File: src/rtl/gba_cmd_decoder.sv
// UART command front-end for the GBA cartridge dumper: legacy size bytes,
// range-dump frames, abort and status, one ASCII response per command.
module gba_cmd_decoder #(
  parameter int ADDR_W         = 24,
  parameter int LEN_W          = 25,
  parameter int TIMEOUT_CYCLES = 270000
) (
  input  logic              pin_clk,
  input  logic              pin_resetn,
  input  logic [7:0]        rx_data,
  input  logic              rx_valid,
  input  logic              dump_busy,
  output logic              dump_start,
  output logic              dump_abort,
  output logic [ADDR_W-1:0] dump_addr,
  output logic [LEN_W-1:0]  dump_len,
  output logic [7:0]        resp_data,
  output logic              resp_valid,
  input  logic              resp_ready,
  output logic [7:0]        drop_count
);

  localparam int TW = $clog2(TIMEOUT_CYCLES + 1);
  localparam logic [TW-1:0] TMO_LAST = TW'(TIMEOUT_CYCLES - 1);

  typedef enum logic [1:0] {IDLE, ARGS, RESP} state_t;

  state_t          state;
  logic [39:0]     sh;
  logic [2:0]      cnt;
  logic [TW-1:0]   tmo;

  logic [47:0]     full;
  logic [ADDR_W-1:0] arg_addr;
  logic [LEN_W-1:0]  arg_len;
  logic [LEN_W:0]    arg_end;
  logic [LEN_W:0]    limit;
  logic              arg_bad;

  logic              leg_hit;
  logic [LEN_W-1:0]  leg_len;

  // Sixth byte is combined with the five already shifted in.
  assign full     = {sh, rx_data};
  assign arg_addr = ADDR_W'(full[47:24]);
  assign arg_len  = LEN_W'(full[23:0]);
  assign arg_end  = {1'b0, arg_len} + (LEN_W+1)'(arg_addr);
  assign limit    = (LEN_W+1)'(1) << ADDR_W;
  assign arg_bad  = (arg_len == '0) || (arg_end > limit);

  always_comb begin
    leg_hit = 1'b1;
    leg_len = '0;
    case (rx_data)
      8'h61:   leg_len = LEN_W'(32'h0020_0000);
      8'h62:   leg_len = LEN_W'(32'h0040_0000);
      8'h63:   leg_len = LEN_W'(32'h0080_0000);
      8'h64:   leg_len = LEN_W'(32'h0100_0000);
      8'h68:   leg_len = LEN_W'(32'h0000_0060);
      default: leg_hit = 1'b0;
    endcase
  end

  always_ff @(posedge pin_clk or negedge pin_resetn) begin
    if (!pin_resetn) begin
      state      <= IDLE;
      sh         <= '0;
      cnt        <= '0;
      tmo        <= '0;
      dump_start <= 1'b0;
      dump_abort <= 1'b0;
      dump_addr  <= '0;
      dump_len   <= '0;
      resp_data  <= 8'h00;
      resp_valid <= 1'b0;
      drop_count <= 8'h00;
    end else begin
      dump_start <= 1'b0;
      dump_abort <= 1'b0;
      case (state)
        IDLE: begin
          if (rx_valid) begin
            resp_valid <= 1'b1;
            state      <= RESP;
            unique case (1'b1)
              leg_hit && dump_busy: resp_data <= "E";
              leg_hit && !dump_busy: begin
                dump_start <= 1'b1;
                dump_addr  <= '0;
                dump_len   <= leg_len;
                resp_data  <= "K";
              end
              rx_data == 8'h72: begin
                resp_valid <= 1'b0;
                state      <= ARGS;
                sh         <= '0;
                cnt        <= '0;
                tmo        <= '0;
              end
              rx_data == 8'h78: begin
                dump_abort <= dump_busy;
                resp_data  <= dump_busy ? "K" : "E";
              end
              rx_data == 8'h3f: resp_data <= dump_busy ? "B" : "I";
              default:          resp_data <= "E";
            endcase
          end
        end
        ARGS: begin
          if (rx_valid) begin
            tmo <= '0;
            if (cnt == 3'd5) begin
              resp_valid <= 1'b1;
              state      <= RESP;
              if (arg_bad || dump_busy) begin
                resp_data <= "E";
              end else begin
                dump_start <= 1'b1;
                dump_addr  <= arg_addr;
                dump_len   <= arg_len;
                resp_data  <= "K";
              end
            end else begin
              sh  <= {sh[31:0], rx_data};
              cnt <= cnt + 3'd1;
            end
          end else if (tmo == TMO_LAST) begin
            resp_valid <= 1'b1;
            resp_data  <= "T";
            state      <= RESP;
            sh         <= '0;
            cnt        <= '0;
            tmo        <= '0;
          end else begin
            tmo <= tmo + 1'b1;
          end
        end
        RESP: begin
          if (rx_valid && drop_count != 8'hff)
            drop_count <= drop_count + 8'd1;
          if (resp_valid && resp_ready) begin
            resp_valid <= 1'b0;
            state      <= IDLE;
          end
        end
        default: state <= IDLE;
      endcase
    end
  end

endmodule
File: config.mk
export PLATFORM = sky130hd
export DESIGN_NAME = gba_cmd_decoder
export DESIGN_NICKNAME = d
export VERILOG_FILES = /design/src/rtl/gba_cmd_decoder.sv
export SDC_FILE = /design/constraint.sdc
export NUM_CORES = 1
export LEC_CHECK = 0
export ABC_AREA = 0
export ABC_CLOCK_PERIOD_IN_PS = 8000
export CAP_MARGIN = 0
export CELL_PAD_IN_SITES_DETAIL_PLACEMENT = 1
export CELL_PAD_IN_SITES_GLOBAL_PLACEMENT = 2
export CORE_ASPECT_RATIO = 0.9
export CORE_MARGIN = 8
export CORE_UTILIZATION = 40
export CTS_BUF_LIST = sky130_fd_sc_hd__clkbuf_4 sky130_fd_sc_hd__clkbuf_8
export DETAILED_ROUTE_END_ITERATION = 10
export PLACE_DENSITY_LB_ADDON = 0.25
export SETUP_SLACK_MARGIN = 0.5
export SLEW_MARGIN = 20
export SYNTH_ARGS = -nofsm -noshare
export SYNTH_HDL_FRONTEND = slang
export SYNTH_SLANG_ARGS = --single-unit
File: constraint.sdc
create_clock -name pin_clk -period 8 [get_ports pin_clk]
set_clock_uncertainty 0.15 [all_clocks]
set_input_delay 1.6 -clock pin_clk [delete_from_list [all_inputs] [get_ports pin_clk]]
set_output_delay 1.6 -clock pin_clk [all_outputs]
set_load 0.1 [all_outputs]
; After elaboration in Yosys (flattened, before gate mapping)
; Index checks and enable logic that the tools add are counted.
[word_totals]
regBits = 132
output_inout_bits = 68
word_cells = 121
[classes]
n_addsub = 4
magnitude_cmp = 1
eq_ne = 24
n_mux = 63
reduce_logical = 18
[op_table]
columns = op, n
row1 = $mux 40, 5
row2 = $mux 25, 5
row3 = $pmux 25 s5, 1
row4 = $mux 24, 5
row5 = $pmux 40 s2, 1
row6 = $mux 19, 4
row7 = $eq 8x7->1 const B, 7
row8 = $pmux 25 s2, 1
row9 = $pmux 24 s2, 1
row10 = $pmux 19 s2, 1
row11 = $mux 8, 4
row12 = $pmux 8 s4, 1
row13 = $add 24x24->25, 1
row14 = $gt 25x25->1 const B, 1
row15 = $logic_not 25->1, 1
row16 = $add 19x1->19 const B, 1
row17 = $eq 19x19->1 const B, 1
row18 = $ne 2x2->1 const B, 8
row19 = $pmux 8 s2, 1
row20 = $mux 1, 15
row21 = $mux 3, 5
row22 = $reduce_and 5->1, 3
row23 = $mux 2, 6
row24 = $mux 4, 3
row25 = other kinds (23), 28

; Logic depth before layout (Yosys ltp)
; Gate-level depths: netlist (run 1).
[depth]
word_depth = 8
mapped_depth = 13
depth_no_buf = 11

; Worst setup path after synthesis (run 1)
; Ideal clock, no wire load.
[synth_timing]
kind = input port to flip-flop
startpoint = input port rx_data[0]
endpoint = register dump_len[21]
setup_ns = 0.128
arrival_ns = 4.544
t_required_ns = 7.722
setup_slack_ns = 3.178
stages = 12
n_path_buf = 1
path_cell_list = ha_1 fa_1 a21o_1 a221o_1 a31oi_1 or3_1 o211ai_1 or4b_1 nor4_1 nor2_1 buf_6 mux2_1
[synth_between]
elab_chain_len = 6
[synth_rtl]
columns = item, line
row1 = from (decl), 10  ; input logic [7:0] rx_data,
row2 = $add 24x24->25 or $eq 8x7->1 (tied branches), "47, 54"
row3 = $gt 25x25->1 or $reduce_or 5->1 (tied branches), --
row4 = $logic_or 1x1->1 or $mux 1 (tied branches), "49, 54"
row5 = $logic_or 1x1->1 or $logic_and 1x1->1 (tied branches), "115, 87"
row6 = $ne 2x2->1 (no line), --
row7 = $reduce_and 6->1 (no line), --
row8 = to (signal assigned), 90  ; dump_len <= leg_len;
row9 = to (signal assigned), 120  ; dump_len <= arg_len;
row10 = to (decl), 16  ; output logic [LEN_W-1:0] dump_len,
; Several ways; a longest one is shown, not always the timed one. The select of a mux whose other input is x is not followed.
; A chain may end at the register's enable or synchronous reset.

; Final worst setup path (run 1)
[layout_timing]
startpoint = input port rx_data[0]
endpoint = register dump_addr[5]
[layout_between]
elab_chain_len = 6
[layout_rtl]
columns = item, line
row1 = $add 24x24->25 or $eq 8x7->1 (tied branches), "47, 54"
row2 = $gt 25x25->1 or $reduce_or 5->1 (tied branches), --
row3 = $logic_or 1x1->1 or $mux 1 (tied branches), "49, 54"
row4 = $logic_or 1x1->1 or $logic_and 1x1->1 (tied branches), "115, 87"
row5 = $ne 2x2->1 (no line), --
row6 = $reduce_and 6->1 (no line) (*), --
row7 = to (signal assigned), 119  ; dump_addr <= arg_addr;
row8 = to (decl), 15  ; output logic [ADDR_W-1:0] dump_addr,
; Mark *: on every way between the ends. The rest lies on a longest branch, timed or not.

==> flow_summary.json, run 1 <==
{
  "status": "finished, final reports clean",
  "clk_latency_ns": 0.44,
  "rsz0062_at_grt": "false",
  "io_pins": 81,
  "p_leak_nw": 4.004,
  "crit_path_end_kind": "flop",
  "grt.total_usage": 0.2046,
  "ys_top_cells_by_area": "dfrtp_1, mux2i_1, nand2_1, ha_1, a22o_1",
  "synth-edff-count": 0,
  "finish.net_count": 893,
  "rows": 47,
  "async_flop_share": 1.000,
  "cap_violations": 0,
  "h-tree-depth": 4,
  "yosys-top-cells-count": "dfrtp_1, nand2_1, inv_1",
  "hold_viol": 0,
  "routed_wl_um": 23520,
  "ys_types": 69,
  "via_per_inst": 5.690,
  "critPathKind": "input port to flop",
  "clk_pin_slew_ns": 0.09,
  "fin_tns_setup_ns": 0,
  "tritoncts": "done",
  "vias": 6287,
  "ys_ff_latch": 130,
  "grt-ovfl-total": 0,
  "grt_pass1_vias": 6589,
  "first_iter_violations": 366,
  "synth_top_cell_area_share": 0.4390,
  "max_slew_margin": 0.3252,
  "cp_max_fo": 38,
  "syn-cell-area_um2": 7410,
  "antenna_found_initial": 0,
  "synth-seq-area-share": 0.4390,
  "io_buffers": 78,
  "finalMaxSlewViolations": 0,
  "critPathArrivalTime_ns": 6.18,
  "die_area_um2": 23140,
  "power_mw": 1.870,
  "die_w_um": 159.5,
  "synth_area_leader_cell": "dfrtp_1",
  "tritoncts.num_buffers": 17,
  "layout_min_cycle_time_ns": 5.979,
  "crit_path_start_kind": "input port",
  "drive_above_1_share": 0.06047,
  "cts_resized": 0,
  "route.detailed.drc": 0,
  "clockRootBuffer": "clkbuf_8",
  "hold_buffers": 0,
  "grt_max_degree": 68,
  "yosys_warnings": 0,
  "finalCritPeriodShare": 0.7473,
  "synth_most_common_cell": "dfrtp_1",
  "syn_inst": 786,
  "wl_per_cell_um": 21.29,
  "ir_drop_v": 0.0002957,
  "grt_first_pass_wirelength_um": 38010,
  "start_util": 0.4051,
  "routabilityCongestion": 0.8647,
  "fmax_mhz": 167.3,
  "hpwl_um": 17780,
  "setup_viol": 0,
  "diodes": 0,
  "p_per_area_nw_per_um2": 213.4,
  "crit_required_ns": 8.20,
  "core_um2": 18290,
  "cts_sinks": 130,
  "syn2layout_area_growth_pct": 18.25,
  "clock_path_buffers": 2,
  "hold_path.class": "flop to flop",
  "postSynthAreaPerCell_um2": 9.427,
  "fp.dieH_um": 145.1,
  "synthFlopType": "dfrtp_1",
  "ant_nets": 0,
  "postCtsSetupBuffers": 0,
  "drt_first_pass_iters": 5,
  "tightest_slew_ns": 1.009
}
==> area by class of cell <==
cell class	count	area [µm²]
clock buffers	17	234.0
clock inverters	15	167.7
fillers	2104	9527
inverters	63	236.5
multi-input cells	551	3741
flip-flops and latches	130	3253
well taps	245	306.5
repair buffers	84	823.3
==> power by group <==
group	internal (mW)	switching (mW)
sequential	0.697	0.0374
combinational	0.145	0.413
clock	0.286	0.291
total	1.13	0.742
==> cells by family (layout without fill, tap and decap cells) <==
group / after synthesis / after routing / share of synthesized area
AND/OR/NAND/NOR: 246 / 246 / 0.1614
AO/OA/AOI/OAI: 195 / 195 / 0.1851
flip-flops: 130 / 130 / 0.4390
buffers and inverters: 106 / 179 / 0.05792
multiplexers: 54 / 54 / 0.07447
adder cells (fa/ha/maj): 33 / 33 / 0.05674
XOR/XNOR: 21 / 21 / 0.02482
other: 1 / 2 / 0.0005061
==> path summary, 6_finish.rpt <==
check	from	end	slack (ns)	cells after the start
setup / recovery	rx_data[0]	dump_addr[5]$_DFFE_PN0P_	2.02	13
hold / removal	resp_data[6]$_DFFE_PN0P_	resp_data[6]$_DFFE_PN0P_	0.33	1
setup reg to reg	sh[16]$_DFFE_PN0P_	dump_addr[5]$_DFFE_PN0P_	3.43	12
hold reg to reg	resp_data[6]$_DFFE_PN0P_	resp_data[6]$_DFFE_PN0P_	0.33	1
max in group asynchronous	pin_resetn	sh[10]$_DFFE_PN0P_	5.16	2
min in group asynchronous	pin_resetn	drop_count[7]$_DFFE_PN0P_	1.08	1
==> state kept, by name, summed over array words and instances (netlist names) <==
| name | count |
|---|---|
| sh | 40 |
| dump_len | 25 |
| dump_addr | 24 |
| tmo | 19 |
| drop_count | 8 |
| resp_data | 6 |
| cnt | 3 |
| state | 2 |
| dump_abort | 1 |
| dump_start | 1 |
| resp_valid | 1 |
==> metal layers <==
layer / track usage / share of wire / routed length (µm)
met5: 0 / 0 / 0
met4: 0.03959 / 0.0061 / 143
met3: 0.04129 / 0.045 / 1070
met2: 0.3121 / 0.46 / 10730
met1: 0.2953 / 0.49 / 11580
==> cells in the final DEF, fill, tap and decap left out, types with 6 or more instances in the layout <==
cell	n
nand4_1	18
a211oi_1	6
ha_1	31
a31oi_1	8
xor2_1	13
xnor2_1	8
nor2b_1	7
a21oi_1	31
a21o_1	7
mux2i_1	45
o211ai_1	6
buf_4	7
o21a_1	8
nand3_1	13
and2_1	6
nand2_1	107
nor2_1	31
clkbuf_8	17
dfrtp_1	130
clkdlybuf4s50_1	77
inv_1	63
and3_1	17
o21ai_0	41
mux2_2	6
or3_1	7
a22o_1	37
nor3_1	8
nor4_1	11
==> stage by stage <==
stage	hold slack (ns)	util	std cells	setup slack [ns]	area (µm²)
after floorplan	0.2926	-	787	3.178	7413
after global placement	0.3024	0.4571	1073	1.729	8361
after detailed placement	0.3245	0.4571	1073	1.537	8361
after CTS	0.3452	0.4791	1105	2.005	8762
after global routing	0.3639	0.4791	1105	1.607	8762
final	0.3349	0.4791	1105	2.021	8762
==> worst max-delay path, cell delays in order <==
cell             delay, ns
clkdlybuf4s50_1       0.62
ha_1                  0.35
fa_1                  0.40
a21o_1                0.22
a221o_1               0.39
a31oi_1               0.40
o21ai_0               0.19
a32oi_1               0.31
o221ai_1              0.29
nor4_1                0.53
nor2_4                0.18
buf_4                 0.36
mux2i_1               0.28
Power figures use the tool's default switching activity.
==> inputs of run 2 (changes only) <==
--- a/config.mk
+++ b/config.mk
@@ -6,13 +6,13 @@
 export NUM_CORES = 1
 export LEC_CHECK = 0
 export ABC_AREA = 0
-export ABC_CLOCK_PERIOD_IN_PS = 8000
+export ABC_CLOCK_PERIOD_IN_PS = 6000
 export CAP_MARGIN = 0
 export CELL_PAD_IN_SITES_DETAIL_PLACEMENT = 1
 export CELL_PAD_IN_SITES_GLOBAL_PLACEMENT = 2
 export CORE_ASPECT_RATIO = 0.9
 export CORE_MARGIN = 8
-export CORE_UTILIZATION = 40
+export CORE_UTILIZATION = 37
 export CTS_BUF_LIST = sky130_fd_sc_hd__clkbuf_4 sky130_fd_sc_hd__clkbuf_8
 export DETAILED_ROUTE_END_ITERATION = 10
 export PLACE_DENSITY_LB_ADDON = 0.25
==> constraint.sdc (replaced) <==
create_clock -name pin_clk -period 6 [get_ports pin_clk]
set_clock_uncertainty 0.15 [all_clocks]
set_input_delay 1.2 -clock pin_clk [delete_from_list [all_inputs] [get_ports pin_clk]]
set_output_delay 1.2 -clock pin_clk [all_outputs]
set_load 0.1 [all_outputs]
==> run 2 against run 1 <==
Sequential share of layout area is 0.48 points lower. Register-to-register slack lost 2.1 ns. Wire length rose by 3.8%. Hold slack got worse by 0.0043 ns.
==> flow_summary.json, run 2 (synthesis results as in run 1) <==
{
  "status": "finished, final reports clean",
  "fin_tns_setup_ns": 0,
  "grt-ovfl-total": 0,
  "clockRootBuffer": "clkbuf_8",
  "route.detailed.drc": 0,
  "crit_path_start_kind": "input port",
  "cpPeakStageDelay_ns": 0.60,
  "hpwl_um": 18620,
  "tightest_slew_ns": 1.047,
  "dp_slack_ns": 0.2028,
  "path_common_cell": "buf_4",
  "drt_first_pass_iters": 5,
  "grt_first_pass_wirelength_um": 38230,
  "fmax_mhz": 188.8,
  "dpl_cell_area_um2": 8456,
  "postCtsSetupBuffers": 0,
  "first_iter_violations": 425,
  "cp_max_fo": 17,
  "regMostFlops": "sh",
  "p_per_area_nw_per_um2": 284.3,
  "cts_resized": 0,
  "clock_path_buffers": 2,
  "io_buffers": 78,
  "top_regs": "sh (40), dump_len (25), dump_addr (24)",
  "fp.dieH_um": 150.3,
  "final_common_cell": "dfrtp_1",
  "crit_family": "simple AND/OR/NAND/NOR gates",
  "layout_min_cycle_time_ns": 5.297,
  "h-tree-depth": 4,
  "ir_drop_v": 0.0003689,
  "tritoncts.num_buffers": 17,
  "hold_buffers": 0,
  "design_area_um2": 8876,
  "largest_reg_flops": 40,
  "clk_latency_ns": 0.46,
  "start_util": 0.3742,
  "grt_pass1_vias": 6600,
  "rr_endpoint": "dump_len[20]$_DFFE_PN0P_",
  "clk_pin_slew_ns": 0.09,
  "max_slew_margin": 0.3014,
  "antenna_found_initial": 1,
  "hold_viol": 0,
  "crit_path_end_kind": "flop",
  "syn2layout_area_growth_pct": 19.79,
  "routed_wl_um": 24410,
  "io_pins": 81,
  "tritoncts": "done",
  "ant_nets": 0,
  "finalCritPeriodShare": 0.8828,
  "setup_ws_ns": 0.7030,
  "vias": 6398,
  "setup_viol": 0,
  "hold_end": "tmo[18]$_DFFE_PN0P_",
  "die_area_um2": 24820,
  "wl_per_cell_um": 21.64,
  "hp-start": "tmo[18]$_DFFE_PN0P_",
  "hold_path.class": "flop to flop",
  "grt_max_degree": 64,
  "crit_chain": "clkdlybuf4s50_1 -> buf_4 -> fa_1 -> a21o_1 -> a221o_1 -> a31oi_1 -> or3_1 -> o211ai_1 -> or4b_1 -> nor4_4 -> nor2_4 -> buf_4 -> mux2i_1",
  "timing.hold.ws_ns": 0.3305,
  "crit_required_ns": 6.22,
  "fillers": 2230,
  "critPathKind": "input port to flop",
  "ff2ff_path_depth": 12,
  "cts_sinks": 130,
  "cap_violations": 0,
  "finalMaxSlewViolations": 0,
  "critical_path_buf_inv_count": 3,
  "reg2reg_from": "sh[16]$_DFFE_PN0P_",
  "finish.net_count": 905,
  "routabilityCongestion": 0.9540,
  "via_per_inst": 5.672,
  "drive_above_1_share": 0.07454,
  "rsz0062_at_grt": "false",
  "reg2reg_slack_ns": 1.38,
  "critPathArrivalTime_ns": 5.52,
  "cp_slowest_cell": "or4b_1",
  "die_w_um": 165.2,
  "layout_common_cells": "dfrtp_1, nand2_1, clkdlybuf4s50_1, inv_1, mux2i_1",
  "p_leak_nw": 4.041,
  "grt.total_usage": 0.2005,
  "hold_depth": 1,
  "core_um2": 19800,
  "rows": 49
}
run 2: cell types whose count changed in the layout (fill, tap and decap cells not counted), sizes merged:
cell,delta
diode,+1
clkinvlp,+4
buf,+11
clkinv,-6
inv,+3
nor2,+1
bufinv,-1
run 2: worst max-delay path by stage:
stage	start	end	slack (ns)	depth (start not counted)
after floorplan	rx_data[0]	dump_len[21]$_DFFE_PN0P_	1.58	12
after global placement	rx_data[0]	dump_len[8]$_DFFE_PN0P_	0.41	13
after detailed placement	rx_data[0]	dump_len[20]$_DFFE_PN0P_	0.20	13
after CTS	rx_data[0]	dump_len[20]$_DFFE_PN0P_	0.70	13
after global routing	rx_data[1]	dump_len[10]$_DFFE_PN0P_	0.53	13
final	rx_data[1]	dump_len[20]$_DFFE_PN0P_	0.70	13
run 2: per-stage QoR:
step,std cells,utilization,power [mW]
after CTS,1126,0.4470,2.545
after floorplan,787,-,1.558
after global routing,1128,0.4482,2.626
after detailed placement,1094,0.4270,1.765
final,1128,0.4482,2.523
after global placement,1094,0.4270,1.746
run 2: metal layers:
layer	GRT usage	part of all wire	routed length, µm
met5	0	0	0
met3	0.02898	0.042	1019
met1	0.2658	0.45	11000
met2	0.3303	0.49	11870
met4	0.06661	0.022	527
run 2: worst reg2reg max path, cell delays in order, from the launching register on:
cell	delay, ns
dfrtp_1	0.49
ha_1	0.26
fa_1	0.40
a21o_1	0.23
a221o_1	0.39
a31oi_1	0.48
or3_1	0.20
o211ai_1	0.09
or4b_1	0.60
nor4_4	0.48
nor2_4	0.23
buf_4	0.33
mux2i_1	0.21
run 2: power by group:
part | internal [mW] | switching (mW)
clock | 0.348 | 0.426
combinational | 0.202 | 0.567
sequential | 0.930 | 0.0509
total | 1.48 | 1.04
run 2: final cells by class:
type | instances | area, µm² | share of cell area
antenna | 1 | 2.502 | 0.0002819
clock buffer | 17 | 234.0 | 0.02636
clock inverter | 15 | 162.7 | 0.01833
inverter | 63 | 236.5 | 0.02664
multi-input combinational | 552 | 3762 | 0.4239
sequential | 130 | 3253 | 0.3665
tap | 255 | 319.1 | 0.03595
timing repair buffer | 95 | 905.9 | 0.1021
==> inputs of run 3 (changes only) <==
--- a/config.mk
+++ b/config.mk
@@ -6,13 +6,13 @@
 export NUM_CORES = 1
 export LEC_CHECK = 0
 export ABC_AREA = 0
-export ABC_CLOCK_PERIOD_IN_PS = 6000
+export ABC_CLOCK_PERIOD_IN_PS = 4650
 export CAP_MARGIN = 0
 export CELL_PAD_IN_SITES_DETAIL_PLACEMENT = 1
 export CELL_PAD_IN_SITES_GLOBAL_PLACEMENT = 2
 export CORE_ASPECT_RATIO = 0.9
 export CORE_MARGIN = 8
-export CORE_UTILIZATION = 37
+export CORE_UTILIZATION = 33
 export CTS_BUF_LIST = sky130_fd_sc_hd__clkbuf_4 sky130_fd_sc_hd__clkbuf_8
 export DETAILED_ROUTE_END_ITERATION = 10
 export PLACE_DENSITY_LB_ADDON = 0.25
==> constraint.sdc (replaced) <==
create_clock -name pin_clk -period 4.65 [get_ports pin_clk]
set_clock_uncertainty 0.15 [all_clocks]
set_input_delay 0.93 -clock pin_clk [delete_from_list [all_inputs] [get_ports pin_clk]]
set_output_delay 0.93 -clock pin_clk [all_outputs]
set_load 0.1 [all_outputs]
==> run 3 against run 2 <==
Sequential cell count stayed put. Core utilization fell by 1.1 points. Hold slack got worse by 0.12 ns. Register-to-register slack worse by 0.83 ns. Design area is 9.6% higher. Wire length is 7.8% higher. Power grew 34%. Non-clock buffer count is 54 higher. Largest power group unchanged.
==> flow_summary.json, run 3 (synthesis results as in run 1) <==
{
  "status": "finished, final reports clean",
  "finalCritPeriodShare": 0.8888,
  "die_w_um": 174.0,
  "cp_slowest_cell": "or4b_4",
  "syn2layout_area_growth_pct": 31.26,
  "cap_violations": 0,
  "grt_max_degree": 107,
  "start_util": 0.3330,
  "finish.net_count": 959,
  "top_regs": "sh (40), dump_len (25), dump_addr (24)",
  "crit_path_start_kind": "input port",
  "first_iter_violations": 379,
  "largest_reg_flops": 40,
  "antenna_found_initial": 0,
  "rsz0062_at_grt": "true",
  "swShare": 0.4227,
  "rows": 52,
  "ir_drop_v": 0.0002761,
  "clockPowerShare": 0.295,
  "fillers": 2524,
  "fmax_mhz": 241.9,
  "hold_viol": 0,
  "hold_buffers": 0,
  "layout_common_cells": "dfrtp_1, nand2_1, clkdlybuf4s50_1, inv_1, buf_4",
  "layout_min_cycle_time_ns": 4.133,
  "p_seq_frac": 0.375,
  "clockRootBuffer": "clkbuf_8",
  "route.detailed.drc": 0,
  "power.net_switching_mw": 1.428,
  "h-tree-depth": 4,
  "fin_tns_setup_ns": 0,
  "crit_path_end_kind": "flop",
  "place_inst": 1174,
  "tritoncts": "done",
  "tightest_slew_ns": 1.028,
  "finalMaxSlewViolations": 0,
  "via_per_inst": 5.355,
  "clk_pin_slew_ns": 0.10,
  "cpPeakStageDelay_ns": 0.52,
  "cts_sinks": 130,
  "hpwl_um": 19360,
  "drive_above_1_share": 0.1706,
  "die_area_um2": 27510,
  "tritoncts.num_buffers": 17,
  "cp_max_fo": 7,
  "vias": 6549,
  "fin_cells": 1223,
  "setup_viol": 0,
  "crit_chain": "buf_8 -> ha_4 -> fa_2 -> a21o_1 -> a221o_1 -> buf_4 -> o211ai_1 -> xnor2_1 -> a221oi_2 -> or4b_4 -> nor4_4 -> buf_4 -> nor2_4 -> buf_12 -> buf_6 -> buf_12 -> mux2i_4",
  "routabilityCongestion": 0.9212,
  "wl_per_cell_um": 21.52,
  "critPathKind": "input port to flop",
  "diodes": 0,
  "io_pins": 81,
  "grt-ovfl-total": 0,
  "intPower_mw": 1.950,
  "core_um2": 22250,
  "hold_path.class": "input port to async pin",
  "p_leak_nw": 4.373,
  "p_per_area_nw_per_um2": 347.3,
  "crit_required_ns": 4.86,
  "clk_latency_ns": 0.47,
  "critPathArrivalTime_ns": 4.34,
  "routed_wl_um": 26310,
  "grt.total_usage": 0.1943,
  "drt_first_pass_iters": 4,
  "clock_path_buffers": 2,
  "max_slew_margin": 0.3125,
  "ff2ff_path_depth": 16,
  "grt_pass1_vias": 6991,
  "regMostFlops": "sh",
  "final_common_cell": "dfrtp_1",
  "p_comb_frac": 0.330,
  "fp.dieH_um": 158.2,
  "ant_nets": 0,
  "grt_first_pass_wirelength_um": 41680,
  "io_buffers": 78
}
==> run 3: changes by cell type in the layout (fill, tap and decap cells not counted), sizes merged <==
cell           before  now
inv                73   71
buf                18   73
bufinv              1    0
diode               1    0
clkbuf             17   21
dlygate4sd2         0    3
clkinv              0    4
clkdlybuf4s50      77   69
clkinvlp            4    3
==> run 3: stage by stage <==
step | total power [mW] | hold slack, ns | cell area [µm²] | setup WS (ns) | util
global placement | 2.290 | 0.3047 | 8837 | -0.4296 | 0.3972
floorplan | 2.011 | 0.2926 | 7420 | 0.5347 | -
global route | 3.517 | 0.2078 | 9726 | 0.4459 | 0.4371
finish | 3.378 | 0.2142 | 9726 | 0.5169 | 0.4371
detailed placement | 2.310 | 0.3070 | 8837 | -0.4276 | 0.3972
CTS | 3.409 | 0.2013 | 9553 | 0.5130 | 0.4293
==> run 3: worst max-delay path, delay by kind of cell <==
kind | cells | cell delay, ns
XOR/XNOR | 1 | 0.10
buffers and inverters | 6 | 0.82
adder cells (fa/ha/maj) | 2 | 0.51
AND/OR/NAND/NOR | 3 | 0.79
multiplexers | 1 | 0.18
AO/OA/AOI/OAI | 4 | 1.02
==> run 3: cell type report <==
class | instances | area [µm²] | area share
Timing Repair Buffer | 149 | 1425 | 0.1465
Inverter | 63 | 236.5 | 0.02431
Clock inverter | 15 | 162.7 | 0.01672
Multi-Input combinational cell | 552 | 4043 | 0.4157
Clock buffer | 17 | 234.0 | 0.02406
Sequential cell | 130 | 3253 | 0.3345
Tap cell | 297 | 371.6 | 0.03821
==> run 3: power groups by stage <==
stage,clock [mW],sequential (mW),combinational (mW)
after floorplan,0,1.74,0.269
after global placement,0,1.28,1.01
after detailed placement,0,1.29,1.02
after CTS,1.02,1.27,1.12
after global routing,1.07,1.28,1.17
final,0.996,1.27,1.11
==> run 3: path summary, 6_finish.rpt <==
kind	from	end	slack, ns
worst max-delay path	rx_data[0]	dump_addr[20]$_DFFE_PN0P_	0.52
worst min-delay path	pin_resetn	tmo[16]$_DFFE_PN0P_	0.21
worst max register to register	sh[16]$_DFFE_PN0P_	dump_addr[20]$_DFFE_PN0P_	0.55
worst min register to register	resp_data[6]$_DFFE_PN0P_	resp_data[6]$_DFFE_PN0P_	0.33
max in group asynchronous	pin_resetn	dump_addr[13]$_DFFE_PN0P_	3.15
min in group pin_clk	resp_data[6]$_DFFE_PN0P_	resp_data[6]$_DFFE_PN0P_	0.33
==> run 3: metal layers <==
metal	vias up	track usage	routed length, µm
li1	3070	-	-
met1	3308	0.2633	12680
met2	130	0.3036	12020
met3	41	0.04363	1013
met4	0	0.06303	605
met5	-	0	0
==> run 3: what timing repair did <==
item / 4_1_cts / 5_1_grt
gates cloned: 4 / 0
buffers inserted: 9 / 4
pin swaps: 14 / 18
endpoints found under the setup margin: 53 / 49
resized for setup: 40 / 40
==> RTL change 1 (config.mk and constraints of run 1) <==
Register the output `drop_count` once more, cleared by the reset; this adds one clock of latency there. The other outputs are not delayed to match.
--- a/src/rtl/gba_cmd_decoder.sv
+++ b/src/rtl/gba_cmd_decoder.sv
@@ -25,4 +25,6 @@
 
   typedef enum logic [1:0] {IDLE, ARGS, RESP} state_t;
+
+  logic [7:0] drop_count_s0;
 
   state_t          state;
@@ -74,5 +76,5 @@
       resp_data  <= 8'h00;
       resp_valid <= 1'b0;
-      drop_count <= 8'h00;
+      drop_count_s0 <= 8'h00;
     end else begin
       dump_start <= 1'b0;
@@ -137,6 +139,6 @@
         end
         RESP: begin
-          if (rx_valid && drop_count != 8'hff)
-            drop_count <= drop_count + 8'd1;
+          if (rx_valid && drop_count_s0 != 8'hff)
+            drop_count_s0 <= drop_count_s0 + 8'd1;
           if (resp_valid && resp_ready) begin
             resp_valid <= 1'b0;
@@ -149,3 +151,11 @@
   end
 
+  always_ff @(posedge pin_clk or negedge pin_resetn) begin
+    if (!pin_resetn) begin
+      drop_count <= '0;
+    end else begin
+      drop_count <= drop_count_s0;
+    end
+  end
+
 endmodule
Behaviour: not the same (a bounded check fails within 4 cycles, from zero or initial values and one cycle with pin_resetn low).
==> RTL change 1 against run 1 <==
Total power up 29%. Synthesized area up 1.1%. Global-route usage down 1.4 points. Routed wire length down 7.1%. Sequential cell count up 8. Worst setup slack better by 0.15 ns. Final area up 1.1%. Combinational power up 67%. Critical path type unchanged. Largest cell class unchanged. Highest routed layer unchanged.
==> RTL change 1: results (changes against run 1) <==
run status=finished clean; CP max stage delay=0.57 ns (-0.05 ns); DR iter-0 viols=361 (-1.4%); Pre-antenna DRT Iters=5 (unchanged); vias per cell=5.61 (-1.5%); Lkg Pwr=4.34 nW (+8.4%); CP top delay family=simple AND/OR/NAND/NOR gates; Clock Latency Late Sink=0.45 ns; CP Max Fanout=49 (+29%); largest net degree at the start of global routing=81 (+19%); Post-DP HPWL=16.2 mm (-9.1%); Max rail drop VDD=0.117 mV (-60%); NumNets Final=887 (-0.67%); vias in the first global route=6,485 (-1.6%); worst slack, placed=1.70 ns (+0.163 ns); compound-cell area share of the yosys netlist=0.161 (-0.0244); Antenna Cells=0 (unchanged); Post-Synth XOR/XNOR Area=0.0327 (+0.00792); unique cell type count in the Yosys netlist=63 (-8.7%); antenna violations before repair=0 (unchanged); fraction of layout cells with a size suffix above 1=0.0574 (-0.00309); Port-buffer cells=78 (unchanged); Commonest cells post-synth=138 x dfrtp_1, 105 x nand2_1, 58 x inv_1; Synth Area in Adders=0.0561 (-0.000607); synth top area cells=dfrtp_1 46%, mux2i_1 6.4%, ha_1 5.3%; gr usage total=0.191 (-0.0140); CP arrival=6.01 ns (-0.17 ns); Post-synth ARST share=1.00 (unchanged); drt total wl=21.8 mm (-7.1%); first-pass GRT wire length=35.9 mm (-5.4%); biggest regs=sh x40, dump_len x25, dump_addr x24; GP Congestion=0.911 (+5.3%); Max Buffers Root-to-Sink=2 (unchanged); sequential share of the synthesized area=0.461 (+0.0220); Worst-Margin Slew=1.00 ns (-0.00768 ns); synth warn=0 (unchanged); multiplexer area fraction after synthesis=0.0732 (-0.00130)
RTL change 1: changes by cell type after synthesis, moves of 4 or more:
cell and delta:
mux2_2 -4, nor2_1 +17, and2_1 -4, or3_1 -7
inv_1 -5, nand3_1 +6, dfrtp_1 +8, xor2_1 +8
o21ai_0 -6
RTL change 1: area by class of cell:
class / instances / area (um^2)
clock inverters: 14 / 183
fillers: 2084 / 9490
flip-flops and latches: 138 / 3450
multi-input cells: 543 / 3640
well taps: 245 / 307
repair buffers: 83 / 820
clock buffers: 18 / 241
inverters: 58 / 218
RTL change 1: worst register-to-register path, stage by stage, from the launching register on:
cell and delay [ns]:
dfrtp_1 0.45, ha_1 0.24, fa_1 0.44, xnor2_1 0.20, o2111ai_1 0.15, a2111oi_2 0.39, o211ai_1 0.14, or4_1 0.50
nor4_1 0.26, nand4_1 0.20, nor3b_1 0.28, o211ai_1 0.13, buf_4 0.37, mux2_1 0.45
RTL change 1: stage by stage:
stage | instances | util | area (um^2) | hold slack, ns
4_1_cts | 1099 | 0.483 | 8860 | 0.299
2_1_floorplan | 781 | - | 7490 | 0.243
3_5_place_dp | 1067 | 0.460 | 8440 | 0.266
5_1_grt | 1099 | 0.483 | 8860 | 0.312
3_3_place_gp | 1067 | 0.460 | 8440 | 0.262
6_report | 1099 | 0.483 | 8860 | 0.296
RTL change 1: per-layer routing:
metal,global-route usage,share of wire,vias to the layer above
met4,0.0574,0.017,0
met3,0.0404,0.043,20
met2,0.305,0.47,148
li1,-,-,2880
met1,0.254,0.47,3113
met5,0,0,-
RTL change 1: logic make-up (layout without fill, tap and decap cells):
family,after synthesis,after routing
xor+xnor,28,28
compound gates,171,171
fa+ha+maj,33,33
mux,54,54
other cells,1,2
simple gates,255,255
flops,138,138
buf+inv,100,173
RTL change 1: worst paths after layout:
path / slack [ns] / from / cells after the start / end
min reg2reg: 0.30 / drop_count_s0[7]$_DFFE_PN0P_ / 0 / drop_count[7]$_DFF_PN0_
max in group asynchronous: 5.41 / pin_resetn / 2 / dump_addr[4]$_DFFE_PN0P_
max: 2.18 / rx_data[0] / 14 / dump_len[23]$_DFFE_PN0P_
min in group asynchronous: 1.02 / pin_resetn / 1 / tmo[0]$_DFFE_PN0P_
min: 0.30 / drop_count_s0[7]$_DFFE_PN0P_ / 0 / drop_count[7]$_DFF_PN0_
max reg2reg: 3.53 / sh[16]$_DFFE_PN0P_ / 13 / dump_len[23]$_DFFE_PN0P_
RTL change 1: power by group:
part           total (mW)  switching [mW]  internal (mW)
combinational       0.931           0.730          0.201
sequential          0.854          0.0621          0.792
clock               0.623           0.303          0.319
total                2.41            1.10           1.31
==> RTL change 2 (config.mk and constraints of run 1) <==
Without the edit above. `TIMEOUT_CYCLES`: 270000 -> 540000.
--- a/src/rtl/gba_cmd_decoder.sv
+++ b/src/rtl/gba_cmd_decoder.sv
@@ -4,5 +4,5 @@
   parameter int ADDR_W         = 24,
   parameter int LEN_W          = 25,
-  parameter int TIMEOUT_CYCLES = 270000
+  parameter int TIMEOUT_CYCLES = 540000
 ) (
   input  logic              pin_clk,
Function: same outputs for any inputs over 4 cycles, from zero or initial values and one cycle with pin_resetn low; that may be too few to reach the edited logic, so the function may still have changed.
==> RTL change 2 against run 1 <==
Worst setup slack better by 0.013 ns. Final area is 0.19% lower. Die area is 0.92% lower. Sequential cell count is 1 higher. Highest routed layer unchanged. Routed wire length is 2.4% lower. Register-to-register slack worse by 0.10 ns. Total power is 3.0% higher. Synthesized area is 1.0% lower. Largest cell class unchanged. Sequential power hardly changed. Utilization is 0.22 points higher. Non-clock buffer count is 1 higher. Combinational power is 1% lower. Global-route usage is 0.17 points higher.
==> RTL change 2: results (changes against run 1) <==
drt total wl=23.0 mm (-2.4%); fraction of layout cells with a size suffix above 1=0.0585 (-0.00199); CTS H-tree depth=4 (unchanged); root buffer cell=clkbuf_8; Final ANT Viol Nets=0 (unchanged); count of final setup violators=0 (unchanged); Worst-Margin Slew=1.02 ns (+0.0154 ns); Max rail drop VDD=0.142 mV (-52%); Lkg Pwr=3.76 nW (-6.1%); first-pass GRT wire length=37.5 mm (-1.4%); vias in the first global route=6,554 (-0.53%); Port-buffer cells=78 (unchanged); largest net degree at the start of global routing=72 (+5.9%); gr usage total=0.206 (+0.00173); antenna violations before repair=0 (unchanged); Post-Synth XOR/XNOR Area=0.0382 (+0.0134); cts-stage hold buffer count=0 (unchanged); Post-CTS Setup Bufs=0 (unchanged); NumNets Final=888 (-0.56%); DP Area=8300 um^2 (-0.75%); CP Max Fanout=23 (-39%); CP arrival=6.14 ns (-0.04 ns); main flop type after synthesis=dfrtp_1; unique cell type count in the Yosys netlist=64 (-7.2%); Hold Path Class=reg -> reg; post-cts resize count=0 (unchanged); Commonest cells post-synth=131 x dfrtp_1, 100 x nand2_1, 67 x inv_1; via count=6,218 (-1.1%); Post-DP HPWL=17.0 mm (-4.6%); sequential share of the synthesized area=0.447 (+0.00798); run status=finished clean; GP Congestion=0.920 (+6.4%); Antenna Cells=0 (unchanged); Pre-antenna DRT Iters=4 (-1); FILL cells=2,035 (-3.3%); biggest regs=sh x40, dump_len x25, dump_addr x24; multiplexer area fraction after synthesis=0.0717 (-0.00281); DR iter-0 viols=343 (-6.3%); CTS buffer count=17 (unchanged); synth top area cells=dfrtp_1 45%, mux2i_1 6.6%, ha_1 5.5%; compound-cell area share of the yosys netlist=0.163 (-0.0225); Synth Area in Adders=0.0573 (+0.000591)
-- RTL change 2: final timing paths --
kind / start / to / slack (ns) / depth (start not counted)
worst max-delay path: rx_data[0] / dump_len[21]$_DFFE_PN0P_ / 2.03 / 14
worst min-delay path: resp_data[6]$_DFFE_PN0P_ / resp_data[6]$_DFFE_PN0P_ / 0.34 / 1
worst max register to register: sh[16]$_DFFE_PN0P_ / dump_len[21]$_DFFE_PN0P_ / 3.33 / 13
worst min register to register: resp_data[6]$_DFFE_PN0P_ / resp_data[6]$_DFFE_PN0P_ / 0.34 / 1
max in group asynchronous: pin_resetn / sh[34]$_DFFE_PN0P_ / 5.19 / 2
min in group asynchronous: pin_resetn / dump_len[7]$_DFFE_PN0P_ / 1.08 / 1
-- RTL change 2: logic make-up (layout without fill, tap and decap cells) --
family | count (synthesis) | in the layout
multiplexers | 52 | 52
buffers and inverters | 106 | 184
AO/OA/AOI/OAI | 172 | 172
XOR/XNOR | 32 | 32
flip-flops | 131 | 131
AND/OR/NAND/NOR | 249 | 249
adder cells (fa/ha/maj) | 33 | 33
other | 1 | 2
-- RTL change 2: through the flow --
| step | cells | worst slack [ns] | utilization | hold slack [ns] |
|---|---|---|---|---|
| after floorplan | 777 | 2.83 | - | 0.310 |
| after global placement | 1068 | 1.74 | 0.457 | 0.300 |
| after detailed placement | 1068 | 1.60 | 0.457 | 0.328 |
| after CTS | 1100 | 2.07 | 0.481 | 0.350 |
| after global routing | 1100 | 1.83 | 0.481 | 0.383 |
| final | 1100 | 2.03 | 0.481 | 0.341 |
-- RTL change 2: cell type report --
class | count | share of cell area
Clock inverter | 14 | 0.0229
Sequential cell | 131 | 0.375
Inverter | 67 | 0.0288
Tap cell | 245 | 0.0351
Clock buffer | 18 | 0.0283
Timing Repair Buffer | 85 | 0.0950
Multi-Input combinational cell | 540 | 0.415
-- RTL change 2: power breakdown --
group	switching (mW)	internal, mW
combinational	0.412	0.140
sequential	0.0338	0.701
clock	0.287	0.352
-- RTL change 2: routing by layer --
metal	wire, um	vias up	track usage	share of wire
li1	-	2886	-	-
met1	10900	3179	0.271	0.47
met2	10800	136	0.342	0.47
met3	1030	17	0.0433	0.045
met4	289	0	0.0531	0.013
met5	0	-	0	0
-- RTL change 2: critical path, cell delays in order --
cell and delay [ns]:
clkdlybuf4s50_1 0.56, ha_1 0.32, fa_1 0.41, a21o_1 0.22, a221o_1 0.42, a31oi_2 0.32
xor2_1 0.18, o41ai_1 0.10, or4b_1 0.49, nor4_2 0.37, a21oi_1 0.19, a211oi_4 0.21
buf_4 0.40, mux2_1 0.36
